--- src/rtl/framebuf_pkg.sv ---
// Shared types and constants for the frame-buffer scan-out path.
//   scan_state_t      : scan reader FSM states
//   FB_WORDS          : frame-buffer depth in 16-bit words
//   FB_DATA_W         : frame-buffer word width
//   FB_BYTES_PER_WORD : byte-address stride between consecutive words
package framebuf_pkg;

    typedef enum logic [1:0] {
        IDLE  = 2'd0,
        ISSUE = 2'd1,
        DRAIN = 2'd2,
        DONE  = 2'd3
    } scan_state_t;

    localparam int unsigned FB_WORDS          = 4096;
    localparam int unsigned FB_DATA_W         = 16;
    localparam int unsigned FB_BYTES_PER_WORD = 2;

endpackage

--- src/rtl/framebuf_pix_fifo.sv ---
// Synchronous pixel FIFO with flop storage; head word is read straight from the
// storage flops so o_data is registered.
// Ports:
//   i_clk, i_reset    clock, synchronous active-high reset
//   i_push, i_data    write strobe and word
//   i_pop             consume head word (ignored when empty)
//   o_data            head word, valid while ~o_empty
//   o_count           number of stored words (0..DEPTH)
//   o_empty, o_full   registered status flags
module framebuf_pix_fifo #(
    parameter int unsigned DATA_W = 16,
    parameter int unsigned DEPTH  = 8
) (
    input  logic                      i_clk,
    input  logic                      i_reset,
    input  logic                      i_push,
    input  logic [DATA_W-1:0]         i_data,
    input  logic                      i_pop,
    output logic [DATA_W-1:0]         o_data,
    output logic [$clog2(DEPTH):0]    o_count,
    output logic                      o_empty,
    output logic                      o_full
);

    localparam int unsigned AW = $clog2(DEPTH);
    localparam int unsigned CW = AW + 1;

    logic [DATA_W-1:0] r_mem [DEPTH];
    logic [AW-1:0]     r_wr_ptr;
    logic [AW-1:0]     r_rd_ptr;
    logic [CW-1:0]     r_count;
    logic              r_empty;
    logic              r_full;

    logic              w_push;
    logic              w_pop;
    logic [CW-1:0]     w_count_nxt;

    // A push into a full FIFO is only honoured when a pop frees a slot the same cycle.
    assign w_pop       = i_pop & ~r_empty;
    assign w_push      = i_push & (~r_full | w_pop);
    assign w_count_nxt = r_count + CW'(w_push) - CW'(w_pop);

    // Pointers, occupancy and flags.
    always_ff @(posedge i_clk) begin
        if (i_reset) begin
            r_wr_ptr <= '0;
            r_rd_ptr <= '0;
            r_count  <= '0;
            r_empty  <= 1'b1;
            r_full   <= 1'b0;
        end else begin
            if (w_push) r_wr_ptr <= r_wr_ptr + AW'(1);
            if (w_pop)  r_rd_ptr <= r_rd_ptr + AW'(1);
            r_count <= w_count_nxt;
            r_empty <= (w_count_nxt == '0);
            r_full  <= (w_count_nxt == CW'(DEPTH));
        end
    end

    // Storage; contents need no reset, the flags gate them.
    always_ff @(posedge i_clk) begin
        if (w_push) r_mem[r_wr_ptr] <= i_data;
    end

    assign o_data  = r_mem[r_rd_ptr];
    assign o_count = r_count;
    assign o_empty = r_empty;
    assign o_full  = r_full;

endmodule

--- src/rtl/framebuf_scan_reader.sv ---
// Avalon-MM read master that scans one frame out of the frame buffer and streams
// it to the LED driver as ready/valid pixels with sop/eop framing.
// Ports:
//   i_clk, i_reset                      clock, synchronous active-high reset
//   i_start, i_base_addr, i_num_words   frame request (sampled in IDLE only)
//   o_avm_address/read/byteenable       Avalon read request
//   i_avm_waitrequest                   slave stall
//   i_avm_readdata/readdatavalid        in-order read responses
//   o_pix_data/valid/sop/eop, i_pix_ready  pixel stream to sink
//   o_busy, o_frame_done                scan status
module framebuf_scan_reader
    import framebuf_pkg::*;
#(
    parameter int unsigned ADDR_W     = 32,
    parameter int unsigned CNT_W      = 13,
    parameter int unsigned FIFO_DEPTH = 8
) (
    input  logic                  i_clk,
    input  logic                  i_reset,
    input  logic                  i_start,
    input  logic [ADDR_W-1:0]     i_base_addr,
    input  logic [CNT_W-1:0]      i_num_words,
    output logic [ADDR_W-1:0]     o_avm_address,
    output logic                  o_avm_read,
    output logic [1:0]            o_avm_byteenable,
    input  logic                  i_avm_waitrequest,
    input  logic [FB_DATA_W-1:0]  i_avm_readdata,
    input  logic                  i_avm_readdatavalid,
    output logic [FB_DATA_W-1:0]  o_pix_data,
    output logic                  o_pix_valid,
    input  logic                  i_pix_ready,
    output logic                  o_pix_sop,
    output logic                  o_pix_eop,
    output logic                  o_busy,
    output logic                  o_frame_done
);

    localparam int unsigned OUT_W  = $clog2(FIFO_DEPTH) + 1;
    localparam int unsigned CRED_W = OUT_W + 1;

    scan_state_t          r_state;
    scan_state_t          w_state_nxt;

    logic                 r_avm_read;
    logic                 w_avm_read_nxt;
    logic [ADDR_W-1:0]    r_addr;
    logic [CNT_W-1:0]     r_num;
    logic [CNT_W-1:0]     r_issued;
    logic [CNT_W-1:0]     r_popped;
    logic [OUT_W-1:0]     r_outstanding;
    logic                 r_busy;
    logic                 r_frame_done;

    logic                 w_accept;
    logic                 w_push;
    logic                 w_pop;
    logic                 w_start_ok;
    logic                 w_last_issue;
    logic                 w_last_pop;
    logic [OUT_W-1:0]     w_outstanding_nxt;
    logic [OUT_W-1:0]     w_fifo_count;
    logic [OUT_W-1:0]     w_fifo_count_nxt;
    logic [CRED_W-1:0]    w_credit_nxt;
    logic [FB_DATA_W-1:0] w_fifo_data;
    logic                 w_fifo_empty;
    logic                 w_fifo_full;

    assign w_accept     = r_avm_read & ~i_avm_waitrequest;
    // A response with nothing outstanding is a leftover from before a reset.
    assign w_push       = i_avm_readdatavalid & (r_outstanding != '0);
    assign w_pop        = ~w_fifo_empty & i_pix_ready;
    assign w_start_ok   = i_start & (r_state == IDLE);
    assign w_last_issue = w_accept & (CNT_W'(r_issued + 1'b1) == r_num);
    assign w_last_pop   = w_pop & (CNT_W'(r_popped + 1'b1) == r_num);

    // Credit seen by the request issued next cycle: in-flight reads plus buffered words.
    assign w_outstanding_nxt = r_outstanding + OUT_W'(w_accept) - OUT_W'(w_push);
    assign w_fifo_count_nxt  = w_fifo_count + OUT_W'(w_push) - OUT_W'(w_pop);
    assign w_credit_nxt      = CRED_W'(w_outstanding_nxt) + CRED_W'(w_fifo_count_nxt);

    // FSM state register.
    always_ff @(posedge i_clk) begin
        if (i_reset) r_state <= IDLE;
        else         r_state <= w_state_nxt;
    end

    // Next state and next read request.
    always_comb begin
        w_state_nxt    = r_state;
        w_avm_read_nxt = 1'b0;
        case (r_state)
            IDLE:    if (i_start) w_state_nxt = (i_num_words == '0) ? DONE : ISSUE;
            ISSUE:   if (w_last_issue) w_state_nxt = DRAIN;
            DRAIN:   if (w_last_pop) w_state_nxt = DONE;
            DONE:    w_state_nxt = IDLE;
            default: w_state_nxt = IDLE;
        endcase
        // A stalled request is held; otherwise request again only while credit remains.
        if (r_avm_read && i_avm_waitrequest) begin
            w_avm_read_nxt = 1'b1;
        end else if ((w_state_nxt == ISSUE) && (w_credit_nxt < CRED_W'(FIFO_DEPTH))) begin
            w_avm_read_nxt = 1'b1;
        end
    end

    // Request, counters and status registers.
    always_ff @(posedge i_clk) begin
        if (i_reset) begin
            r_avm_read    <= 1'b0;
            r_addr        <= '0;
            r_num         <= '0;
            r_issued      <= '0;
            r_popped      <= '0;
            r_outstanding <= '0;
            r_busy        <= 1'b0;
            r_frame_done  <= 1'b0;
        end else begin
            r_avm_read    <= w_avm_read_nxt;
            r_outstanding <= w_outstanding_nxt;
            r_busy        <= (w_state_nxt != IDLE);
            r_frame_done  <= (r_state == DONE);
            if (w_start_ok) begin
                r_addr   <= i_base_addr;
                r_num    <= i_num_words;
                r_issued <= '0;
                r_popped <= '0;
            end else begin
                if (w_accept) begin
                    r_addr   <= r_addr + ADDR_W'(FB_BYTES_PER_WORD);
                    r_issued <= CNT_W'(r_issued + 1'b1);
                end
                if (w_pop) r_popped <= CNT_W'(r_popped + 1'b1);
            end
        end
    end

    framebuf_pix_fifo #(
        .DATA_W (FB_DATA_W),
        .DEPTH  (FIFO_DEPTH)
    ) u_fifo (
        .i_clk   (i_clk),
        .i_reset (i_reset),
        .i_push  (w_push),
        .i_data  (i_avm_readdata),
        .i_pop   (w_pop),
        .o_data  (w_fifo_data),
        .o_count (w_fifo_count),
        .o_empty (w_fifo_empty),
        .o_full  (w_fifo_full)
    );

    assign o_avm_address    = r_addr;
    assign o_avm_read       = r_avm_read;
    assign o_avm_byteenable = 2'b11;
    assign o_pix_data       = w_fifo_data;
    assign o_pix_valid      = ~w_fifo_empty;
    assign o_pix_sop        = ~w_fifo_empty & (r_popped == '0);
    assign o_pix_eop        = ~w_fifo_empty & (r_popped == CNT_W'(r_num - 1'b1));
    assign o_busy           = r_busy;
    assign o_frame_done     = r_frame_done;

    // The credit rule keeps the FIFO from ever overflowing.
    a_no_overflow: assert property (@(posedge i_clk) disable iff (i_reset)
        !(w_push && !w_pop && w_fifo_full));

    a_num_range: assert property (@(posedge i_clk) disable iff (i_reset)
        !w_start_ok || (32'(i_num_words) <= FB_WORDS));

endmodule

--- config.mk ---
export PLATFORM = sky130hd
export DESIGN_NAME = framebuf_scan_reader
export DESIGN_NICKNAME = d
export VERILOG_FILES = /design/src/rtl/framebuf_pkg.sv /design/src/rtl/framebuf_pix_fifo.sv /design/src/rtl/framebuf_scan_reader.sv
export SDC_FILE = /design/constraint.sdc
export NUM_CORES = 1
export LEC_CHECK = 0
export ABC_AREA = 1
export CAP_MARGIN = 20
export CORE_UTILIZATION = 45
export DETAILED_ROUTE_END_ITERATION = 7
export GPL_TIMING_DRIVEN = 0
export HOLD_SLACK_MARGIN = 0.15
export PLACE_DENSITY = 0.66
export SYNTH_ARGS = -nofsm -noshare
export SYNTH_HDL_FRONTEND = slang
export SYNTH_SLANG_ARGS = --single-unit
--- constraint.sdc ---
create_clock -name i_clk -period 6.68 [get_ports i_clk]
set_input_delay 1.002 -clock i_clk [delete_from_list [all_inputs] [get_ports i_clk]]
set_output_delay 1.002 -clock i_clk [all_outputs]
set_load 0.02 [all_outputs]
Yosys cells after proc, flatten, opt, wreduce, memory -nomap -nowiden
Memory sizes are Yosys's and may differ from the RTL's. A register that Yosys moved wholly into a read port is not among the register bits.
Cells that the tools add are included.
Widths: inputs -> output; s select.
- output and inout bits: 56
- RAM bits: 128
- memories: 1
- bits in latches: 0
- register bits after elaboration: 92
- bits in read-only memories: 0
- reductions and logical operators: 10
- equal/unequal tests: 8
- order comparisons: 1
- $add $sub $neg: 13
- div/mod/pow operators: 0
- bitwise gates (word level): 14
- shift-type cells: 0
- mux-type cells: 13
- $mul: 0
- memories (name ; words ; bits a word ; read ports ; clocked after memory_dff ; wr ports ; RTL line ; text):
    u_fifo.r_mem ; 8 ; 16 ; 1 ; 1 ; 1 ; framebuf_pix_fifo.sv:28 ; logic [DATA_W-1:0] r_mem [DEPTH];
- operator list (cell ; number):
    $mux 32 ; 2
    $eq 13x13->1 ; 3
    $add 32x2->32 const B ; 1
    $add 13x1->13 const B ; 2
    $logic_not 13->1 ; 2
    $sub 13x1->13 const B ; 1
    $add 4x1->4 ; 3
    $sub 4x1->4 ; 3
    $and 1x1->1 ; 10
    $mux 2 ; 4
    $pmux 2 s4 ; 1
    $add 3x1->3 const B ; 2
    $mux 3 ; 2
    $add 4x4->5 ; 1
    $lt 5x4->1 const B ; 1
    $eq 2x1->1 const B ; 2
    $eq 2x2->1 const B ; 2
    $eq 4x4->1 const B ; 1
    $logic_not 4->1 ; 1
    $mux 1 ; 4
    $reduce_bool 2->1 ; 2
    $reduce_bool 4->1 ; 1
    $not 1->1 ; 3
    $logic_and 1x1->1 ; 2
    other kinds (3) ; 3

Depth between registers and ports, before layout
- depth after elaboration: 9
- gate-level depth with buffers: 18

Hierarchy
A second synthesis with hierarchy kept.
- cells, all modules: 1379
- area, all modules: 11453.5 um^2
- by module, submodules not included (module ; area each (um^2) ; sequential area each (um^2) ; times used ; cells each):
    framebuf_pix_fifo ; 5819.3 ; 4144.0 ; 1 ; 522
    framebuf_scan_reader ; 5634.2 ; 1601.5 ; 1 ; 857

Worst setup path after synthesis
OpenSTA, ideal clock, no wires.
- path type: input -> register
- start: in i_pix_ready
- end: reg r_avm_read, in the netlist o_avm_read
- setup slack: 3.226 ns
- cell stages on the path: 15
- path buffers: 2
- data arrival time: 3.396 ns
- data required time: 6.621 ns
- cells stage by stage: nand2_1 clkbuf_1 inv_1 clkbuf_1 ha_1 inv_1 ha_1 fa_1 xor2_1 ha_1 a21oi_1 nand3_1 nor2_1 nand3_1 nand2_1
- longest elaborated chain between the ends: 8
- elaborated cells on any way between the ends: 11
- classes of those cells: add/sub (2); order compare (1); eq/ne (1); mux (4); bitwise (2); reduce/logical (1)
- RTL lines (element ; RTL line ; text):
    start, declared ; framebuf_scan_reader.sv:31 ; input logic i_pix_ready,
    $and 1x1->1 * ; framebuf_scan_reader.sv:71 ; assign w_pop = ~w_fifo_empty & i_pix_ready;
    named net u_fifo.i_pop ; framebuf_pix_fifo.sv:18 ; input logic i_pop,
    branches (longest 4 deep; another with $add 4x4->5) ; n/a ;
    $logic_and 1x1->1 * ; framebuf_scan_reader.sv:101 ; end else if ((w_state_nxt == ISSUE) && (w_credit_nxt < CRED_W'(FIFO_DEPTH))) begin
    $mux 1 * ; framebuf_scan_reader.sv:101 ;
    $mux 1 * ; framebuf_scan_reader.sv:99 ; if (r_avm_read && i_avm_waitrequest) begin
    end signal, assigned ; framebuf_scan_reader.sv:118 ; r_avm_read <= w_avm_read_nxt;
    end, declared ; framebuf_scan_reader.sv:44 ; logic r_avm_read;
Mark *: on every way through the listed nets, which the timed path passes.
A chain may end at the register's enable or synchronous reset.

==> results.sh <==
export IMPL_outcome="finished, final reports clean"
export IMPL_cts_tree="built"
export IMPL_fin_cells=1748
export IMPL_drt_first_pass_iters=5
export IMPL_portBuffers=119
export IMPL_grt_pass1_wl_um=45500
export IMPL_gp_congestion=0.888
export IMPL_rr_endpoint="o_avm_read"
export IMPL_cts_repair_resized=0
export IMPL_clkTransAtPathRegs_ns=0.06
export IMPL_cellPowerDensity_mw_per_mm2=334
export IMPL_area_growth_pct=23.8
export IMPL_synth_area_mm2=0.0110
export IMPL_ys_seq_area_frac=0.525
export IMPL_drv_slew=0
export IMPL_drc=0
export IMPL_met1_usage=0.321
export IMPL_synth_area_leaders="edfxtp_1 35%, dfxtp_1 17%, nor2_1 6.8%, o21ai_0 6.2%, nand2_1 6.1%"
export IMPL_cellLeakagePower_nw=5.17
export IMPL_yosys_area_top_type="edfxtp_1"
export IMPL_wl_per_cell_um=16.9
export IMPL_grt_pass1_vias=8517
export IMPL_crit_type="register to output pin"
export IMPL_drive_gt1_frac=0.0707
export IMPL_cts_sinks=223
export IMPL_vdd_ir_drop_worst_v=0.000213
export IMPL_synth_top_area_share=0.351
export IMPL_cts_root_buf="clkbuf_16"
export IMPL_cpPeakStageDelay_ns=0.68
export IMPL_endpoint_kind="output pin"
export IMPL_timing_final_ws_setup_ns=2.47
export IMPL_fillers=2181
export IMPL_timing_final_crit_share=0.631
export IMPL_cts_max_level=1
export IMPL_cts_setup_buffers=0
export IMPL_drtIter0Drc=712
export IMPL_grt_util_met2=0.397
export IMPL_start_util=0.462
export IMPL_drt_total_wl_um=29500
export IMPL_crit_fanout=10
export IMPL_setup_tns_ns=0
export IMPL_num_rows=56
export IMPL_hold_violations=0
export IMPL_fin_worst_skew_ns=0.0138
export IMPL_core_area_mm2=0.0237
export IMPL_dpl_worst_slack_ns=2.10
export IMPL_fmax_mhz=237
export IMPL_dieArea_mm2=0.0250
export IMPL_r2r_cells=16
export IMPL_yosysUniqueCellTypes=46
export IMPL_worst_setup_path_endpoint="o_pix_data[13]"
export IMPL_cpMaxStageDelayCell="clkdlybuf4s50_1"
export IMPL_cts_buffer_depth=3
export IMPL_pin_count=123
export IMPL_synth_edf_count=128
export IMPL_grt_busiest_layer="met2"
export IMPL_antenna_found_initial=0
export IMPL_drtAntennaViolNets=0
export IMPL_ys_seq_elements=223
export IMPL_rsz0062_at_grt="false"
export IMPL_place_inst=1703
export IMPL_nets=1503
export IMPL_relSlewSlack=0.331
export IMPL_antennaDiodeCount=0
export IMPL_syn_area_per_cell_um2=8.71
export IMPL_path_cells="clkbuf_1 -> clkbuf_1 -> o21ai_0 -> o22ai_1 -> nor2_1 -> a31oi_1 -> clkdlybuf4s50_1"
export IMPL_grt_util_all_layers=0.238
export IMPL_grtUsageMet3=0.0296
export IMPL_grt_overflow=0
export IMPL_fin_crit_ns=4.21
export IMPL_viasPerCell=5.25
export IMPL_ys_top_cells_by_count="199 x nor2_1, 177 x nand2_1, 135 x o21ai_0"
export IMPL_path_common_cell="clkbuf_1"
export IMPL_hold_buffers=0
export IMPL_r2r_slack_ns=3.03
export IMPL_maxCapViolCount=0
export IMPL_clkLatencyLatePin_ns=0.53
export IMPL_setup_violations=0
export IMPL_reg2reg_from="u_fifo.o_empty"
export IMPL_synth_most_common_cell="nor2_1"
export IMPL_die_y_um=158
export IMPL_synthFlopType="edfxtp_1"
export IMPL_tightest_slew_ns=1.00
export IMPL_ys_warn_count=0
export IMPL_hpwl_um=20800
export IMPL_cp_required_ns=5.68
export IMPL_syn_instance_count=1257
export IMPL_num_vias=9181
export IMPL_crit_path_start_kind="register"
export IMPL_numCtsBuffers=25
export IMPL_worst_hold_path_type="register to register"
export IMPL_arrival_ns=3.21
export IMPL_grt_max_degree=17
export IMPL_synthArstFlopShare=0
export IMPL_die_w_um=158
-- cell families after synthesis --
group	Yosys count	synth area share
and+or+nand+nor	510	0.207
AOI/OAI and AO/OA	264	0.132
DFF	223	0.525
buffers and inverters	182	0.0644
xor gates and xnor gates	52	0.0416
adders and majority gates	25	0.0306
other	1	0.000342
-- registers in the layout, indices dropped and copies added, names as in the netlist, 3 cells and up, named ones only --
name,count
u_fifo.r_rd_ptr,3
o_avm_address,32
r_issued,13
u_fifo.r_wr_ptr,3
r_popped,13
u_fifo.r_mem,128
r_num,13
u_fifo.o_count,4
r_outstanding,4
-- worst min-delay path by stage --
| stage | start | end | slack (ns) | depth (start not counted) |
|---|---|---|---|---|
| after floorplan | u_fifo.r_rd_ptr[2] | register | 0.43 | 2 |
| after global placement | u_fifo.r_rd_ptr[2] | u_fifo.r_rd_ptr[2] | 0.45 | 2 |
| after detailed placement | u_fifo.r_rd_ptr[2] | u_fifo.r_rd_ptr[2] | 0.46 | 2 |
| after CTS | u_fifo.r_rd_ptr[2] | u_fifo.r_rd_ptr[2] | 0.49 | 2 |
| after global routing | u_fifo.r_rd_ptr[2] | u_fifo.r_rd_ptr[2] | 0.51 | 2 |
| final | u_fifo.r_rd_ptr[2] | u_fifo.r_rd_ptr[2] | 0.48 | 2 |
-- worst max-delay path: cells and delay by family, from the launching register on --
family,cells,cell delay (ns)
AOI/OAI and AO/OA,3,0.71
DFF,1,0.34
and+or+nand+nor,1,0.06
buffers and inverters,3,1.57
-- power breakdown --
group	internal, mW	switching (mW)	total, mW
combinational	0.536	0.866	1.40
sequential	1.60	0.0836	1.68
clock	0.880	0.568	1.45
-- stage by stage --
step / utilization / hold slack [ns] / cell area [µm²] / power, mW
3_5_place_dp: 0.536 / 0.456 / 12700 / 3.11
2_1_floorplan: - / 0.433 / 11000 / 2.56
5_1_grt: 0.572 / 0.513 / 13600 / 4.78
3_3_place_gp: 0.530 / 0.452 / 12500 / 3.07
4_1_cts: 0.572 / 0.485 / 13600 / 4.56
6_report: 0.572 / 0.483 / 13600 / 4.53
-- placed cells by master (no fill, tap or decap), types with 4 or more instances in the layout --
cell,instances
nand2_2,8
nor2_1,191
o22ai_1,17
nor2_2,14
xor2_1,38
xnor2_1,14
o21ai_1,4
clkbuf_16,25
ha_1,22
a21oi_1,63
clkinv_1,7
nand3_2,5
nand2_1,177
clkdlybuf4s50_1,119
clkbuf_1,42
o211ai_1,5
o21bai_1,9
a31oi_1,20
dfxtp_1,95
buf_2,4
nand3_1,50
nor3_1,18
nand3b_1,4
nor4_1,7
buf_8,6
o21ai_0,135
nand4_1,20
edfxtp_1,128
bufinv_16,4
nor2_4,10
inv_1,125
-- routing by layer --
metal	part of all wire	wire length (µm)	vias to the layer above
met5	0	0	-
met4	0.022	655	0
met3	0.067	1980	51
met2	0.47	13900	304
met1	0.44	12900	4262
li1	-	-	4564
-- layout make-up --
class / count / area [µm²] / area share
Inverter: 132 / 498 / 0.0367
Timing Repair Buffer: 126 / 1310 / 0.0966
Clock inverter: 14 / 191 / 0.0141
Clock buffer: 31 / 678 / 0.0500
Sequential cell: 223 / 5750 / 0.424
Tap cell: 319 / 399 / 0.0294
Multi-Input combinational cell: 853 / 4520 / 0.334
Buffer: 50 / 208 / 0.0153
(Power assumes the default switching activity.)
